## config.mk

```make
export PLATFORM = sky130hd
export DESIGN_NAME = decode_mux
export DESIGN_NICKNAME = d
export VERILOG_FILES = /design/src/rtl/decode_mux.sv
export SDC_FILE = /design/constraint.sdc
export NUM_CORES = 1
export LEC_CHECK = 0
export ABC_CLOCK_PERIOD_IN_PS = 1000
export CAP_MARGIN = 20
export CORE_AREA = 2 2 367 369
export CTS_BUF_LIST = sky130_fd_sc_hd__clkbuf_4 sky130_fd_sc_hd__clkbuf_8
export DETAILED_ROUTE_END_ITERATION = 16
export DIE_AREA = 0 0 369 371
export PLACE_DENSITY = 0.42
export SETUP_SLACK_MARGIN = 0.2
export SLEW_MARGIN = 20
export SYNTH_ARGS = -nofsm -noshare
export SYNTH_HDL_FRONTEND = slang
export SYNTH_SLANG_ARGS = --single-unit
```

## constraint.sdc

```tcl
create_clock -name clock_i -period 1 [get_ports clock_i]
set_input_delay 0.3 -clock clock_i [delete_from_list [all_inputs] [get_ports clock_i]]
set_output_delay 0.3 -clock clock_i [all_outputs]
set_load 0.05 [all_outputs]
```

## src/rtl/decode_mux.sv

```systemverilog
// decode_mux: final decode stage. Merges the A, B and D format decoders into one registered
// uop stream (A > B > D priority, 1-cycle latency, no backpressure).
// Vectors are declared [W-1:0]. Field positions follow MSB-first numbering, so "field bit 0" is
// the top bit of the vector. For example, ABody occupies body_o[63:43] and its Rc bit is ABody_i[0].
module decode_mux #(
  parameter int unsigned addressWidth            = 64,
  parameter int unsigned opcodeSize              = 12,
  parameter int unsigned regSize                 = 5,
  parameter int unsigned PidSize                 = 20,
  parameter int unsigned TidSize                 = 16,
  parameter int unsigned instructionCounterWidth = 64,
  parameter int unsigned instMinIdWidth          = 5,
  parameter int unsigned funcUnitCodeSize        = 3,
  parameter int unsigned regAccessPatternSize    = 2,
  parameter int unsigned BimmediateSize          = 14,
  parameter int unsigned DimmediateSize          = 16
) (
  input  logic                               clock_i,
  input  logic                               reset_i,
  // A format
  input  logic                               Aenable_i,
  input  logic [opcodeSize-1:0]              AOpcode_i,
  input  logic [addressWidth-1:0]            AAddress_i,
  input  logic [funcUnitCodeSize-1:0]        AUnitType_i,
  input  logic [instructionCounterWidth-1:0] AMajId_i,
  input  logic [instMinIdWidth-1:0]          AMinId_i,
  input  logic [instMinIdWidth-1:0]          AnumMicroOps_i,
  input  logic                               Ais64Bit_i,
  input  logic [PidSize-1:0]                 APid_i,
  input  logic [TidSize-1:0]                 ATid_i,
  input  logic [regAccessPatternSize-1:0]    Aop1rw_i,
  input  logic [regAccessPatternSize-1:0]    Aop2rw_i,
  input  logic [regAccessPatternSize-1:0]    Aop3rw_i,
  input  logic [regAccessPatternSize-1:0]    Aop4rw_i,
  input  logic                               Aop1IsReg_i,
  input  logic                               Aop2IsReg_i,
  input  logic                               Aop3IsReg_i,
  input  logic                               Aop4IsReg_i,
  input  logic [4*regSize:0]                 ABody_i,
  // B format
  input  logic                               Benable_i,
  input  logic [opcodeSize-1:0]              BOpcode_i,
  input  logic [addressWidth-1:0]            BAddress_i,
  input  logic [funcUnitCodeSize-1:0]        BUnitType_i,
  input  logic [instructionCounterWidth-1:0] BMajId_i,
  input  logic [instMinIdWidth-1:0]          BMinId_i,
  input  logic [instMinIdWidth-1:0]          BnumMicroOps_i,
  input  logic                               Bis64Bit_i,
  input  logic [PidSize-1:0]                 BPid_i,
  input  logic [TidSize-1:0]                 BTid_i,
  input  logic [2*regSize+BimmediateSize+3:0] BBody_i,
  // D format
  input  logic                               Denable_i,
  input  logic [opcodeSize-1:0]              DOpcode_i,
  input  logic [addressWidth-1:0]            DAddress_i,
  input  logic [funcUnitCodeSize-1:0]        DUnitType_i,
  input  logic [instructionCounterWidth-1:0] DMajId_i,
  input  logic [instMinIdWidth-1:0]          DMinId_i,
  input  logic [instMinIdWidth-1:0]          DnumMicroOps_i,
  input  logic                               Dis64Bit_i,
  input  logic [PidSize-1:0]                 DPid_i,
  input  logic [TidSize-1:0]                 DTid_i,
  input  logic [regAccessPatternSize-1:0]    Dop1rw_i,
  input  logic [regAccessPatternSize-1:0]    Dop2rw_i,
  input  logic                               Dop1isReg_i,
  input  logic                               Dop2isReg_i,
  input  logic                               immIsExtended_i,
  input  logic                               immIsShifted_i,
  input  logic [2:0]                         DisShiftedBy_i,
  input  logic [2*regSize+DimmediateSize-1:0] DBody_i,
  // Merged uop
  output logic                               enable_o,
  output logic [opcodeSize-1:0]              opcode_o,
  output logic [addressWidth-1:0]            address_o,
  output logic [funcUnitCodeSize-1:0]        funcUnitType_o,
  output logic [instructionCounterWidth-1:0] majID_o,
  output logic [instMinIdWidth-1:0]          minID_o,
  output logic [instMinIdWidth-1:0]          numMicroOps_o,
  output logic                               is64Bit_o,
  output logic [PidSize-1:0]                 pid_o,
  output logic [TidSize-1:0]                 tid_o,
  output logic [regAccessPatternSize-1:0]    op1rw_o,
  output logic [regAccessPatternSize-1:0]    op2rw_o,
  output logic [regAccessPatternSize-1:0]    op3rw_o,
  output logic [regAccessPatternSize-1:0]    op4rw_o,
  output logic                               op1IsReg_o,
  output logic                               op2IsReg_o,
  output logic                               op3IsReg_o,
  output logic                               op4IsReg_o,
  output logic                               modifiesCR_o,
  output logic [63:0]                        body_o
);

  localparam int unsigned BodyWidth   = 64;
  localparam int unsigned ABodyWidth  = 4 * regSize + 1;
  localparam int unsigned BBodyWidth  = 2 * regSize + BimmediateSize + 4;
  localparam int unsigned DRegsWidth  = 2 * regSize;
  localparam int unsigned DImmExtSize = BodyWidth - DRegsWidth;

  typedef struct packed {
    logic [opcodeSize-1:0]              opcode;
    logic [addressWidth-1:0]            address;
    logic [funcUnitCodeSize-1:0]        unitType;
    logic [instructionCounterWidth-1:0] majId;
    logic [instMinIdWidth-1:0]          minId;
    logic [instMinIdWidth-1:0]          numMicroOps;
    logic                               is64Bit;
    logic [PidSize-1:0]                 pid;
    logic [TidSize-1:0]                 tid;
  } commonT;

  typedef struct packed {
    logic [regAccessPatternSize-1:0] op1rw;
    logic [regAccessPatternSize-1:0] op2rw;
    logic [regAccessPatternSize-1:0] op3rw;
    logic [regAccessPatternSize-1:0] op4rw;
    logic                            op1IsReg;
    logic                            op2IsReg;
    logic                            op3IsReg;
    logic                            op4IsReg;
  } opFlagsT;

  commonT  aCommon, bCommon, dCommon;
  commonT  commonD, commonQ;
  opFlagsT flagsD, flagsQ;
  logic    enableD, enableQ;
  logic    crD, crQ;
  logic [BodyWidth-1:0] bodyD, bodyQ;

  logic [DimmediateSize-1:0] dImm;
  logic [DImmExtSize-1:0]    dImmExt;
  logic [DImmExtSize-1:0]    dImmShifted;

  assign aCommon = {AOpcode_i, AAddress_i, AUnitType_i, AMajId_i, AMinId_i, AnumMicroOps_i,
                    Ais64Bit_i, APid_i, ATid_i};
  assign bCommon = {BOpcode_i, BAddress_i, BUnitType_i, BMajId_i, BMinId_i, BnumMicroOps_i,
                    Bis64Bit_i, BPid_i, BTid_i};
  assign dCommon = {DOpcode_i, DAddress_i, DUnitType_i, DMajId_i, DMinId_i, DnumMicroOps_i,
                    Dis64Bit_i, DPid_i, DTid_i};

  // D immediate: extend to fill the body below RT/RA, then optionally shift by whole bytes.
  // Shift counts past the field width simply leave zero.
  always_comb begin
    dImm = DBody_i[DimmediateSize-1:0];
    if (immIsExtended_i) begin
      dImmExt = {{(DImmExtSize - DimmediateSize){dImm[DimmediateSize-1]}}, dImm};
    end else begin
      dImmExt = {{(DImmExtSize - DimmediateSize){1'b0}}, dImm};
    end
    if (immIsShifted_i) begin
      dImmShifted = dImmExt << {DisShiftedBy_i, 3'b000};
    end else begin
      dImmShifted = dImmExt;
    end
  end

  // Select the highest-priority valid format; hold every field when nothing is valid.
  always_comb begin
    enableD = 1'b0;
    commonD = commonQ;
    flagsD  = flagsQ;
    crD     = crQ;
    bodyD   = bodyQ;
    if (Aenable_i) begin
      enableD = 1'b1;
      commonD = aCommon;
      flagsD  = {Aop1rw_i, Aop2rw_i, Aop3rw_i, Aop4rw_i,
                 Aop1IsReg_i, Aop2IsReg_i, Aop3IsReg_i, Aop4IsReg_i};
      crD     = ABody_i[0];
      bodyD   = {ABody_i, {(BodyWidth - ABodyWidth){1'b0}}};
    end else if (Benable_i) begin
      enableD = 1'b1;
      commonD = bCommon;
      flagsD  = '0;
      crD     = 1'b0;
      bodyD   = {BBody_i, {(BodyWidth - BBodyWidth){1'b0}}};
    end else if (Denable_i) begin
      enableD = 1'b1;
      commonD = dCommon;
      flagsD  = '0;
      flagsD.op1rw    = Dop1rw_i;
      flagsD.op2rw    = Dop2rw_i;
      flagsD.op1IsReg = Dop1isReg_i;
      flagsD.op2IsReg = Dop2isReg_i;
      crD     = 1'b0;
      bodyD   = {DBody_i[DRegsWidth+DimmediateSize-1:DimmediateSize], dImmShifted};
    end
  end

  // Output registers; asynchronous reset clears the whole uop.
  always_ff @(posedge clock_i or negedge reset_i) begin
    if (!reset_i) begin
      enableQ <= 1'b0;
      commonQ <= '0;
      flagsQ  <= '0;
      crQ     <= 1'b0;
      bodyQ   <= '0;
    end else begin
      enableQ <= enableD;
      commonQ <= commonD;
      flagsQ  <= flagsD;
      crQ     <= crD;
      bodyQ   <= bodyD;
    end
  end

  assign enable_o       = enableQ;
  assign opcode_o       = commonQ.opcode;
  assign address_o      = commonQ.address;
  assign funcUnitType_o = commonQ.unitType;
  assign majID_o        = commonQ.majId;
  assign minID_o        = commonQ.minId;
  assign numMicroOps_o  = commonQ.numMicroOps;
  assign is64Bit_o      = commonQ.is64Bit;
  assign pid_o          = commonQ.pid;
  assign tid_o          = commonQ.tid;
  assign op1rw_o        = flagsQ.op1rw;
  assign op2rw_o        = flagsQ.op2rw;
  assign op3rw_o        = flagsQ.op3rw;
  assign op4rw_o        = flagsQ.op4rw;
  assign op1IsReg_o     = flagsQ.op1IsReg;
  assign op2IsReg_o     = flagsQ.op2IsReg;
  assign op3IsReg_o     = flagsQ.op3IsReg;
  assign op4IsReg_o     = flagsQ.op4IsReg;
  assign modifiesCR_o   = crQ;
  assign body_o         = bodyQ;

endmodule

```

; Word level (Yosys, flattened, before mapping)
; Cells that the tools add are included.
[op_classes]
n_reduce_logical = 1
mux = 17
shift = 1
[ops]
columns = op, n
row1 = two-way mux 190 bit, 3
row2 = two-way mux 64 bit, 3
row3 = two-way mux 54 bit, 2
row4 = << shifter 54 x 6 -> 54 bit, 1
row5 = two-way mux 12 bit, 3
row6 = two-way mux 1 bit, 6
row7 = nonzero test 3 bit, 1
[totals]
word_cells = 39
register_bits = 268
inputBits = 673

; Logic depth before layout (Yosys ltp)
; Gate-level depths: netlist of the first run.
[depth]
word_depth = 6
ltp_mapped = 9
depth_no_buf = 5

; Worst setup path after synthesis of the first run
; Ideal clock, no wire load.
[synth_path]
path_kind = in2reg
from = in Benable_i
to = reg bodyQ[50] (netlist: body_o[50])
n_path_buf = 4
path_slack_ps = -472
t_required_ps = 879
t_arrival_ps = 1351
stages = 8
path_cell_list = buf_2 > or2_1 > buf_2 > nor2_4 > buf_4 > inv_2 > buf_6 > o22a_1
[synth_via]
elab_chain_len = 2
elab_cells_between_ends = 3
[synth_lines]
columns = item, line
row1 = from (decl), 41  ; input logic Benable_i,
row2 = two-way mux 64 bit, 171  ; end else if (Benable_i) begin
row3 = two-way mux 64 bit, 164  ; if (Aenable_i) begin
row4 = to (signal assigned), 203  ; bodyQ <= bodyD;
row5 = to (decl), 128  ; logic [BodyWidth-1:0] bodyD, bodyQ;
; Parallel ways exist; a longest one is shown, timed or not.
; A chain may end at the register's enable or synchronous reset.

; Worst setup path after layout of the first run
[layout_path]
from = reg bodyQ[19] (netlist: body_o[19])
to = out body_o[19]
[layout_rtl]
columns = item, line
row1 = to (decl), 91  ; output logic [63:0] body_o
; No word-level cell between the ends.

==> flow_metrics.tcl, run 1 <==
set metrics [dict create \
    routedWlPerCell_um 24.7 \
    p_leak_uw 0.0142 \
    clockBufferDepth 3 \
    numCtsBuffers 55 \
    wl_met3_mm 8.62 \
    synth-adder-area-share_pct 0 \
    clock.fmax_ghz 0.607 \
    grt_pass1_wl_mm 148 \
    cts.sinks 268 \
    clkPwrFrac_pct 32.2 \
    fillers 14200 \
    fin_util_pct 26.2 \
    dr.pass1.iters 6 \
    rsz0062_at_grt "true" \
    p_int_uw 29500 \
    std_cell_rows 134 \
    p_comb_share_pct 38.4 \
    first_iter_violations 959 \
    synth_top_flop_cell "dfrtp_1" \
    fin_setup_tns_ps -158220 \
    finalHoldViolCount 0 \
    syn_area_mm2 0.0145 \
    cts_root_buf "clkbuf_8" \
    finalNetCount 3464 \
    grt_max_degree 57 \
    detail-route-antenna-nets 0 \
    maxSlewHeadroom_pct 76.4 \
    insertion_delay_ps 670 \
    path_cells "buf_12" \
    crit_arrival_ps 1350 \
    slowest_stage "dfrtp_2" \
    cts_tree "built" \
    viasPerCell 3.87 \
    max-vdd-ir-drop_v 0.000866 \
    drv_cap 0 \
    worstPathRequired_ps 700 \
    h-tree-depth 2 \
    top_layer "met5" \
    cp_top_family "flip-flops" \
    max_stage_delay_ps 470 \
    core_area_mm2 0.133 \
    drive_above_1_share_pct 33.0 \
    cp_max_fo 2 \
    syn2layout_area_growth_pct 140 \
    synth-edff-count 0 \
    met1_length_mm 48.3 \
    ios 941 \
    fin_crit_sh_pct 165 \
    synth-seq-area-share_pct 46.2 \
    p_switching_uw 15100 \
    antenna_found_initial 19 \
    setup_slack_ps -648 \
    clk_pin_slew_ps 60 \
    synth.mux.area_fraction_pct 0.690 \
    io_buffers 940 \
    syn_nets 2213 \
    die_width_um 369 \
    synth-seq-cells 268 \
    synth-xor-area-share_pct 0 \
    start_util_pct 10.9 \
    drcViolationCount 0 \
    status "finished, violations left" \
    worst_slew_pin_slew_ps 354 \
    critPathCaptureType "primary output" \
    path_buf_inv 1 \
    finalSetupViolations 336 \
    synth-compound-area-share_pct 28.0 \
    synthCells 1540 \
    violations "negative setup slack" \
    wl_mm 114 \
    power.density_mw_per_mm2 1280 \
    power_frac_seq_pct 29.3 \
    grt.total_usage_pct 15.5 \
    fp.dieArea_mm2 0.137 \
    ys_warn_count 0 \
    die_h_um 371 \
    synth_top_family_by_area "compound AO/OA/AOI/OAI gates" \
    hold_class "input pin to flop" \
    synthSimpleGateAreaFrac_pct 19.7 \
    worstSetupPathType "flop to primary output" \
    ys_types 44 \
    start_kind "flop" \
    hpwl_mm 89.8 \
    num_vias 17800 \
    syn_area_per_cell_um2 9.42 \
    clock_skew_ps 0 \
    met2_wirelength_mm 54.4 \
    slew_viol_final 0 \
    grt_pass1_vias 17900 \
    grt-ovfl-total 0 \
    swShare_pct 33.8 \
    gp_routability_congestion 0.860 \
    ys_async_sr_fraction_pct 100 \
    period_needed_ps 1650 \
]
[Yosys cell counts, drive strengths merged (10+ instances only)]
library cell	n	area, um2
nor2b	18	113
clkbuf	85	319
a22oi	14	105
dfrtp	268	6710
o21ai	40	200
mux2i	10	100
a221o	203	2030
nor2	23	104
nand2	249	935
a21oi	260	1300
a22o	13	114
nand3b	198	1490
buf	81	435
[layout by cell type (no fill, tap or decap), drive strengths merged, types with 2 or more instances in the layout]
master / synthesis / layout
a211o: 5 / 5
a21o: 2 / 2
a21oi: 260 / 260
a221o: 203 / 203
a221oi: 6 / 6
a22o: 13 / 13
a22oi: 14 / 14
a31oi: 7 / 7
and2: 3 / 3
buf: 81 / 678
bufbuf: 0 / 2
bufinv: 0 / 7
clkbuf: 85 / 96
clkdlybuf4s15: 0 / 5
clkdlybuf4s50: 0 / 651
clkinv: 0 / 7
dfrtp: 268 / 268
diode: 0 / 6
dlygate4sd2: 0 / 9
dlymetal6s2s: 0 / 2
inv: 8 / 9
mux2i: 10 / 10
nand2: 249 / 249
nand2b: 8 / 8
nand3: 8 / 8
nand3b: 198 / 198
nor2: 23 / 23
nor2b: 18 / 18
nor3: 8 / 8
o21ai: 40 / 40
o22a: 5 / 5
o31a: 3 / 3
o31ai: 6 / 6
or2: 2 / 2
[routing by layer]
| layer | vias up | global-route usage (%) |
|---|---|---|
| met5 | - | 0 |
| met4 | 16 | 3.50 |
| met3 | 140 | 4.85 |
| met2 | 687 | 25.7 |
| met1 | 8658 | 19.5 |
| li1 | 8319 | - |
[worst paths after layout]
kind	startpoint	endpoint	slack (ps)	cells after the start
max	body_o[19]	body_o[19]	-650	1
min	Denable_i	op2rw_o[0]	130	4
max reg2reg	address_o[57]	address_o[57]	-80	3
min reg2reg	body_o[29]	body_o[29]	540	2
max in group asynchronous	reset_i	body_o[61]	260	4
min in group asynchronous	reset_i	majID_o[25]	160	3
[power by group through the flow]
stage,Combinational [uW],Sequential (uW),Clock (uW)
after floorplan,2590,15700,0
after global placement,15700,13200,0
after detailed placement,15700,13200,0
after CTS,16700,13000,14900
after global routing,17900,13200,15400
final,17100,13100,14400
[flip-flops by register name (all words and copies together), names as in the netlist]
signal	flops
address_o	64
body_o	64
majID_o	64
pid_o	20
tid_o	16
opcode_o	12
minID_o	5
numMicroOps_o	5
funcUnitType_o	3
op1rw_o	2
op2rw_o	2
op3rw_o	2
op4rw_o	2
enable_o	1
is64Bit_o	1
modifiesCR_o	1
op1IsReg_o	1
op2IsReg_o	1
op3IsReg_o	1
op4IsReg_o	1
[layout make-up]
type / instances / area (um2) / share of cell area, %
repair buffers: 1360 / 17100 / 49.0
multi-input cells: 1098 / 7340 / 21.1
flip-flops and latches: 268 / 6790 / 19.5
well taps: 1768 / 2210 / 6.36
clock buffers: 84 / 1070 / 3.09
clock inverters: 16 / 262 / 0.752
inverters: 8 / 37.5 / 0.108
diodes: 6 / 15.0 / 0.0432
[through the flow]
step	worst slack, ps	hold WS [ps]	std cells	total power, uW	area, um2
2_1_floorplan	-454	4.41	1540	18300	14600
3_3_place_gp	-1060	260	4316	28900	30400
3_5_place_dp	-1100	259	4316	28900	30400
4_1_cts	-748	31.8	4533	44700	33400
5_1_grt	-731	86.2	4606	46500	34800
6_report	-648	126	4608	44600	34800
[cells by family after synthesis]
kind of cell,after synthesis
multiplexers,10
flip-flops,268
AO/OA/AOI/OAI,566
buffers and inverters,174
AND/OR/NAND/NOR,522
[repair_timing]
item / in CTS / in global routing
buffers inserted: 103 / 58
pin swaps: 20 / 90
endpoints found under the hold margin: 268 / 0
gates cloned: 13 / 11
hold buffers: 1 / 0
gates resized for setup: 178 / 194
setup endpoints to repair: 525 / 531
No activity file was read; power rests on OpenSTA's default activity.
==> inputs of run 2 (changes only) <==
--- a/config.mk
+++ b/config.mk
@@ -7,11 +7,10 @@
 export LEC_CHECK = 0
 export ABC_CLOCK_PERIOD_IN_PS = 1000
 export CAP_MARGIN = 20
-export CORE_AREA = 2 2 367 369
-export CTS_BUF_LIST = sky130_fd_sc_hd__clkbuf_4 sky130_fd_sc_hd__clkbuf_8
+export CORE_AREA = 2 2 361 363
 export DETAILED_ROUTE_END_ITERATION = 16
-export DIE_AREA = 0 0 369 371
-export PLACE_DENSITY = 0.42
+export DIE_AREA = 0 0 363 365
+export PLACE_DENSITY = 0.43
 export SETUP_SLACK_MARGIN = 0.2
 export SLEW_MARGIN = 20
 export SYNTH_ARGS = -nofsm -noshare
==> run 2 against run 1 <==
- largest cell class unchanged
- routed wire length is 2.4% higher
- cell count shrank 1.7%
- critical path type unchanged
- largest power group unchanged
- critical endpoint is now majID_o[9]
- non-clock buffer count increased by 49
- critical path depth is the same
- flip-flop and latch count is the same
- maximum frequency rose by 5.5%
- the run still ends with negative setup slack left
==> flow_metrics.tcl, run 2 (same netlist as run 1, synthesis figures left out) <==
set metrics [dict create \
    finalHoldViolCount 0 \
    slowest_stage "dfrtp_2" \
    numCtsBuffers 38 \
    cts_root_buf "clkbuf_16" \
    worstPathRequired_ps 700 \
    clock.fmax_ghz 0.640 \
    maxSlewHeadroom_pct 71.7 \
    grt_pass1_vias 18300 \
    h-tree-depth 2 \
    final_common_cell "clkdlybuf4s50_1" \
    cp_top_family "flip-flops" \
    dpl.cell_count 4222 \
    start_util_pct 11.3 \
    path_cells "buf_12" \
    rsz0062_at_grt "true" \
    syn2layout_area_growth_pct 152 \
    period_needed_ps 1560 \
    critPathCaptureType "primary output" \
    worst_slew_pin_slew_ps 424 \
    fin_cells 4528 \
    drive_above_1_share_pct 39.3 \
    fillers 13400 \
    drv_cap 0 \
    setup_slack_ps -562 \
    viasPerCell 4.03 \
    cts.sinks 268 \
    insertion_delay_ps 580 \
    max-vdd-ir-drop_v 0.00108 \
    worstSetupPathType "flop to primary output" \
    std_cell_rows 132 \
    grt_pass1_wl_mm 151 \
    clockBufferDepth 3 \
    max_stage_delay_ps 490 \
    gp_routability_congestion 0.858 \
    core_area_mm2 0.129 \
    final_cell_mix "clkdlybuf4s50_1 (646), buf_12 (318), buf_4 (224)" \
    die_width_um 363 \
    clk_pin_slew_ps 60 \
    pre_cts_ws_ps -1040 \
    cp_max_fo 2 \
    grt.total_usage_pct 16.3 \
    dr.pass1.iters 5 \
    fin_util_pct 28.4 \
    violations "negative setup slack" \
    path_buf_inv 1 \
    hpwl_mm 88.3 \
    fin_setup_tns_ps -139510 \
    p_leak_uw 0.0147 \
    finalSetupViolations 466 \
    grt-ovfl-total 0 \
    fin_crit_sh_pct 156 \
    wl_mm 116 \
    crit_arrival_ps 1260 \
    die_h_um 365 \
    hold_class "input pin to flop" \
    slew_viol_final 0 \
    clock_skew_ps 0 \
    fp.dieArea_mm2 0.132 \
    num_vias 18200 \
    finalNetCount 3496 \
    routedWlPerCell_um 25.7 \
    drcViolationCount 0 \
    ios 941 \
    status "finished, violations left" \
    start_kind "flop" \
    power_uw 46600 \
    io_buffers 940 \
    antenna_found_initial 18 \
    detail-route-antenna-nets 0 \
    grt_max_degree 48 \
    power.density_mw_per_mm2 1280 \
    cts_tree "built" \
    first_iter_violations 1117 \
]
==> run 2: cell count changes in the layout (fill, tap and decap cells not counted), moves of 20 or more <==
cell / delta
buf_16: +20
nand2_4: +26
a21oi_1: -94
clkbuf_16: +41
a21oi_2: +85
nand2_2: +27
nand2_1: -55
clkbuf_8: -68
buf_8: +21
==> run 2: power breakdown <==
group | switching, uW | internal, uW
Combinational | 8520 | 9500
Sequential | 1290 | 11800
Clock | 5960 | 9530
==> run 2: area by class of cell <==
class	instances	area [um2]	share of cell area (%)
repair buffers	1409	18000	49.2
clock buffers	46	1010	2.77
inverters	8	46.3	0.127
diodes	4	10.0	0.0274
multi-input cells	1098	8250	22.6
flip-flops and latches	268	6790	18.6
well taps	1675	2100	5.74
clock inverters	20	353	0.966
==> run 2: per-layer routing <==
metal	up-vias	track usage [%]	part of all wire [%]
li1	8395	-	-
met1	8993	20.9	43
met2	719	27.5	48
met3	109	4.26	7.1
met4	14	3.30	1.9
met5	-	0	0.078
==> run 2: metrics by stage <==
stage	hold WS, ps	area [um2]
detailed placement	259	30100
global route	90.3	36500
floorplan	4.41	14600
finish	110	36500
CTS	50.2	34600
global placement	264	30100
==> run 2: path summary, 6_finish.rpt <==
| path | slack [ps] | depth (start not counted) | end | from |
|---|---|---|---|---|
| max in group asynchronous | 200 | 4 | tid_o[1] | reset_i |
| setup reg to reg | -90 | 3 | body_o[58] | body_o[58] |
| hold / removal | 110 | 3 | body_o[11] | Denable_i |
| setup / recovery | -560 | 1 | majID_o[9] | majID_o[9] |
| hold reg to reg | 540 | 2 | body_o[24] | body_o[24] |
| min in group asynchronous | 290 | 3 | opcode_o[3] | reset_i |
==> run 2: timing repair <==
item,CTS,global route
hold buffers,2,0
cloned,30,15
setup buffers,131,58
endpoints found under the setup margin,528,561
hold endpoints to repair,269,0
pin swaps,104,177
gates resized for setup,380,317
